### src/rtl/stopwatch_ctrl.sv
// Stopwatch control FSM: synchronises and edge-detects the three buttons,
// sequences IDLE/RUN/PAUSE/LAP, generates the count tick and handles lap freeze.
module stopwatch_ctrl #(
  parameter int DIV = 1000000
) (
  input  logic        clk,
  input  logic        clr,
  input  logic        btn_ss,
  input  logic        btn_lap,
  input  logic        btn_rst,
  input  logic [23:0] t_in,
  output logic        tick,
  output logic        cnt_clr,
  output logic [23:0] t_disp,
  output logic [1:0]  state,
  output logic        running
);

  localparam logic [1:0] IDLE  = 2'b00;
  localparam logic [1:0] RUN   = 2'b01;
  localparam logic [1:0] PAUSE = 2'b10;
  localparam logic [1:0] LAP   = 2'b11;

  localparam logic [19:0] PRESC_LAST = 20'(DIV - 1);

  // Bits [1:0] are the synchroniser pair, bit [2] remembers the previous level
  logic [2:0] ss_sync;
  logic [2:0] lap_sync;
  logic [2:0] rst_sync;
  logic       ss_p;
  logic       lap_p;
  logic       rst_p;

  logic [1:0]  next_state;
  logic        take_rst;
  logic [19:0] presc;

  always_ff @(posedge clk or posedge clr) begin
    if (clr) begin
      ss_sync  <= 3'b000;
      lap_sync <= 3'b000;
      rst_sync <= 3'b000;
    end else begin
      ss_sync  <= {ss_sync[1:0], btn_ss};
      lap_sync <= {lap_sync[1:0], btn_lap};
      rst_sync <= {rst_sync[1:0], btn_rst};
    end
  end

  assign ss_p  = ss_sync[1]  & ~ss_sync[2];
  assign lap_p = lap_sync[1] & ~lap_sync[2];
  assign rst_p = rst_sync[1] & ~rst_sync[2];

  // Priority rst > ss > lap, but an event illegal in the current state
  // steps aside so the next legal one can act.
  always_comb begin
    next_state = state;
    take_rst   = 1'b0;
    if (rst_p && (state == IDLE || state == PAUSE)) begin
      next_state = IDLE;
      take_rst   = 1'b1;
    end else if (ss_p) begin
      next_state = (state == RUN || state == LAP) ? PAUSE : RUN;
    end else if (lap_p && state == RUN) begin
      next_state = LAP;
    end else if (lap_p && state == LAP) begin
      next_state = RUN;
    end
  end

  assign running = state[0];

  // The prescaler only advances on edges where the block stays running, so
  // tick can never land in IDLE/PAUSE and a paused phase is kept intact.
  always_ff @(posedge clk or posedge clr) begin
    if (clr) begin
      state   <= IDLE;
      presc   <= 20'd0;
      tick    <= 1'b0;
      cnt_clr <= 1'b0;
    end else begin
      state   <= next_state;
      cnt_clr <= take_rst;
      tick    <= 1'b0;
      if (take_rst) begin
        presc <= 20'd0;
      end else if (state[0] && next_state[0]) begin
        if (presc == PRESC_LAST) begin
          presc <= 20'd0;
          tick  <= 1'b1;
        end else begin
          presc <= presc + 20'd1;
        end
      end
    end
  end

  always_ff @(posedge clk or posedge clr) begin
    if (clr) begin
      t_disp <= 24'd0;
    end else if (state != LAP) begin
      t_disp <= t_in;
    end
  end

endmodule

### config.mk
export PLATFORM = sky130hd
export DESIGN_NAME = stopwatch_ctrl
export DESIGN_NICKNAME = d
export VERILOG_FILES = /design/src/rtl/stopwatch_ctrl.sv
export SDC_FILE = /design/constraint.sdc
export NUM_CORES = 1
export LEC_CHECK = 0
export ABC_AREA = 1
export BUFFER_PORTS_ARGS = -buffer_cell sky130_fd_sc_hd__buf_2
export CORE_MARGIN = 2
export CORE_UTILIZATION = 51
export DETAILED_ROUTE_END_ITERATION = 10
export GPL_TIMING_DRIVEN = 0
export HOLD_SLACK_MARGIN = 0.12
export PLACE_DENSITY = 0.82
export REMOVE_ABC_BUFFERS = 1
export SYNTH_ARGS = -nofsm -noshare
export SYNTH_HDL_FRONTEND = slang
export SYNTH_SLANG_ARGS = --single-unit
### constraint.sdc
create_clock -name clk -period 4.08 [get_ports clk]
set_input_delay 0.408 -clock clk [delete_from_list [all_inputs] [get_ports clk]]
set_output_delay 0.408 -clock clk [all_outputs]
set_load 0.005 [all_outputs]
Word level (Yosys, flattened, before mapping)
Index checks and enable logic that the tools add are counted.

operators by class
  add/subtract/negate cells = 1
  equality and inequality tests = 5
  mux-type cells = 12
  bitwise logic cells = 6
  reductions and logical operators = 9

operators with widths
  cell                   number
  $mux 20                3
  $add 20x1->20 const B  1
  $eq 20x20->1 const B   1
  $mux 2                 5
  $eq 2x2->1 const B     2
  $logic_and 1x1->1      4
  $mux 1                 4
  $reduce_bool 4->1      1
  $and 1x1->1            3
  $not 1->1              3
  $eq 2x1->1 const B     1
  $logic_not 2->1        1
  $logic_or 1x1->1       2
  $ne 2x2->1 const B     1
  $reduce_bool 2->1      1

storage, ports and cells
  flip-flop bits (word level) = 57
  input port bits = 29
  output and inout bits = 29
  logic and storage cells = 42

Logic depth before layout (Yosys ltp)
  word-level depth = 10
  gate-level depth with buffers = 9
  gate-level depth less buffers = 9

Least setup slack after synthesis
Ideal clock, no wire load.

  kind = reg-to-reg
  start = reg presc[0]
  end = reg presc[6]
  setup time = 0.125 ns
  arrival time = 1.233 ns
  slack = 2.721 ns
  stages on the path, launching flop included = 8
  path buffers = 1
  clock period less this slack = 1.359 ns
  cells stage by stage = dfrtp_1 -> ha_1 -> nand2_1 -> nor2_2 -> nand3_2 -> o21ai_2 -> buf_6 -> nor3_1

on the way
  cells in the longest elaborated chain, start to end = 4
  elaborated cells between the ends (all ways) = 5
  those cells by class = add/sub (1); eq/ne (1); mux (3)

ends and longest elaborated chain
  item                                           line    text
  start, declared                                36      logic [19:0] presc;
  start signal, assigned                         92      presc <= presc + 20'd1;
  $add 20x1->20 or $eq 20x20->1 (tied branches)  92, 88
  $mux 20 *                                      88      if (presc == PRESC_LAST) begin
  $mux 20 *                                      87      end else if (state[0] && next_state[0]) begin
  $mux 20 *                                      85      if (take_rst) begin

Every way passes the cells marked *; elsewhere a longest branch is shown, timed or not. The select of a mux whose other input is x is not followed.
A chain may end at the register's enable or synchronous reset.

Worst setup path after layout
  start = reg presc[0]
  end = reg presc[5]

The elaborated chain is that of the path after synthesis.

==> impl_results.md <==
- Status: finished, final reports clean
- Crit start category: flop
- Diode count: 0
- Largest cells by area after synthesis: dfrtp_1, mux2_2, nand2_1
- Pleak: 1.54 nW
- Final WL: 5610 um
- Maxcap violations: 0
- Root Buffer: clkbuf_8
- Starting Density: 52.0%
- Worst-path maximum fanout: 11
- Design Power: 1.59 mW
- Yosys warns: 0
- Setup TNS: 0 ps
- Largest net degree at the start of global routing: 39
- Die Wd: 75.7 um
- Unrepaired setup endpoints after global routing: false
- DP Wirelength: 3970 um
- Final layout net count: 363
- CP Capture Type: flop
- Sequential area share after synthesis: 54.4%
- Core box area: 5040 um^2
- Avg Cell Area, Syn: 9.71 um^2
- Tcrit/Tclk final: 44.9%
- Critical path cell sequence: ha_1, nand2_1, nor2_2, nand3_2, o21ai_2, nor2_1
- H-Tree Depth: 3
- Pins Over Slew Limit: 0
- PD cells: 498 nW/um^2
- Multi-input logic area: 1040 um^2
- CP delay by family, top: simple AND/OR/NAND/NOR gates
- Layout cell share with drive strength beyond 1: 32.4%
- PostCTS Resize Cnt: 0
- Grt ovf: 0
- Max Freq: 546 MHz
- Skew-Pair Late Insertion Delay: 340 ps
- Clock Skew: 9.51 ps
- Initial antenna violation count: 0
- DR iter-0 viols: 171
- Setup violations, final: 0
- Period minus WS final: 1830 ps
- Vias: 2075
- Row count: 26
- Filler cells: 372
- CTS Buffer Depth: 2
- Total track usage: 22.3%
- CP max stage cell: dfrtp_1
- Yosys top cell area share: 54.4%
- Detailed-route DRC error count: 0
- Cell variety after synth: 28
- Worst slew pin tran: 972 ps
- Crit path DAT: 2020 ps
- Vias in the first global route: 2035
- Class of the worst hold path: in -> reg
- IO buf count: 57
- CP bufs+invs: 0
- Cell taking the most area after synthesis: dfrtp_1
- Max transition margin: 35.0%
- Sequential cell area: 1430 um^2
- Cell area after synthesis: 2620 um^2
- Io pins: 58
- Clk pin slew, worst setup/hold paths: 60 ps
- Area Growth Syn to Fin: 21.5%
- Hold Vio Cnt, Final: 0
- ANT nets after route: 0
- Vias/cell: 5.11
- Setup CP Type: reg -> reg
- WL per Instance: 13.8 um
- Max incr delay on CP: 420 ps
- Peak VDD IR: 381 uV
- Commonest cells after routing, fill and taps aside: dfrtp_1, buf_2, nand2_1
- First-pass GRT wire length: 9250 um
- CP required: 4270 ps
- Synth Register Bits: 57
- Die Ht: 75.7 um
- Cells after Synth: 270
- Die footprint: 5730 um^2
- Sink Count: 57
- TritonCTS clock tree: built
- Pre-antenna DRT Iters: 4
- Final core occ: 63.2%
- Clock buffer count from CTS: 9
- GP Congestion: 0.941
[where the power goes]
part           internal, mW  switching (mW)  leakage [nW]  total, mW
Clock                 0.369           0.218         0.111      0.588
Sequential            0.646          0.0602         0.712      0.706
Combinational         0.143           0.151         0.713      0.293
[per-layer routing]
layer | global-route usage, % | vias up | routed length (um) | share of wire, %
li1 | - | 1012 | - | -
met1 | 28.4 | 952 | 2420 | 43
met2 | 34.3 | 95 | 2600 | 46
met3 | 7.94 | 16 | 439 | 7.8
met4 | 9.94 | 0 | 153 | 2.7
met5 | 0 | - | 0 | 0
[worst paths after layout]
path / depth (start not counted) / from / endpoint / slack (ps)
max in group asynchronous: 4 / clr / lap_sync[2]$_DFF_PP0_ / 2900
setup reg to reg: 6 / presc[0]$_DFFE_PP0P_ / presc[5]$_DFFE_PP0P_ / 2250
hold reg to reg: 0 / ss_sync[0]$_DFF_PP0_ / ss_sync[1]$_DFF_PP0_ / 350
min in group asynchronous: 3 / clr / presc[19]$_DFFE_PP0P_ / 630
hold / removal: 1 / btn_rst / rst_sync[0]$_DFF_PP0_ / 180
setup / recovery: 6 / presc[0]$_DFFE_PP0P_ / presc[5]$_DFFE_PP0P_ / 2250
[cell type report]
cell class	count	share of cell area, %
clock inverter	3	2.04
tap	70	2.75
inverter	26	3.06
multi-input combinational	180	32.7
timing repair buffer	59	9.90
sequential	57	44.8
clock buffer	11	4.75
[per-stage QoR]
step / instances / worst slack (ps) / hold WS (ps) / cell area [um^2]
5_1_grt: 406 / 2060 / 174 / 3190
2_1_floorplan: 263 / 2270 / 331 / 2570
4_1_cts: 406 / 2260 / 173 / 3190
3_3_place_gp: 390 / 1630 / 332 / 2940
3_5_place_dp: 391 / 2310 / 336 / 2960
6_report: 406 / 2250 / 179 / 3190
[sequential cells by signal, summed over array words and instances (netlist names)]
signal    count
state         2
cnt_clr       1
lap_sync      3
tick          1
ss_sync       3
rst_sync      3
presc        20
t_disp       24
[what timing repair did]
| action | CTS | global route |
|---|---|---|
| buffers inserted | 0 | 0 |
| hold endpoints to repair | 19 | 0 |
| hold buffers | 1 | 0 |
[logic make-up after synthesis]
| kind of cell | Yosys count | share of synthesized area [%] |
|---|---|---|
| simple gates | 135 | 24.2 |
| fa+ha+maj | 1 | 0.477 |
| xor+xnor | 5 | 1.67 |
| compound gates | 15 | 3.10 |
| flops | 57 | 54.4 |
| buf+inv | 33 | 5.87 |
| mux | 24 | 10.3 |
[worst reg2reg max path, delay by kind of cell, from the launching register on]
kind	cells	cell delay, ps
fa+ha+maj	1	230
compound gates	1	430
simple gates	4	610
flops	1	420
[synth_stat cells]
master and number:
xor2_1 4, o21ai_0 7, dfrtp_1 57, nor2_4 1, ha_1 1, inv_2 1
xnor2_1 1, buf_4 1, nor2_2 4, o21ai_2 1, mux2_2 24, buf_2 2
clkbuf_2 1, a21oi_1 6, nand3_2 1, nand3_1 10, nand4_1 15, nand2_1 56
nand2_2 1, nor3_1 11, nand2_4 1, nor2_1 31, nand3b_1 2, o21bai_1 1
nand3b_4 1, inv_1 25, buf_6 3, nor3_2 1
Note: power is estimated with default switching activity, not from simulation.
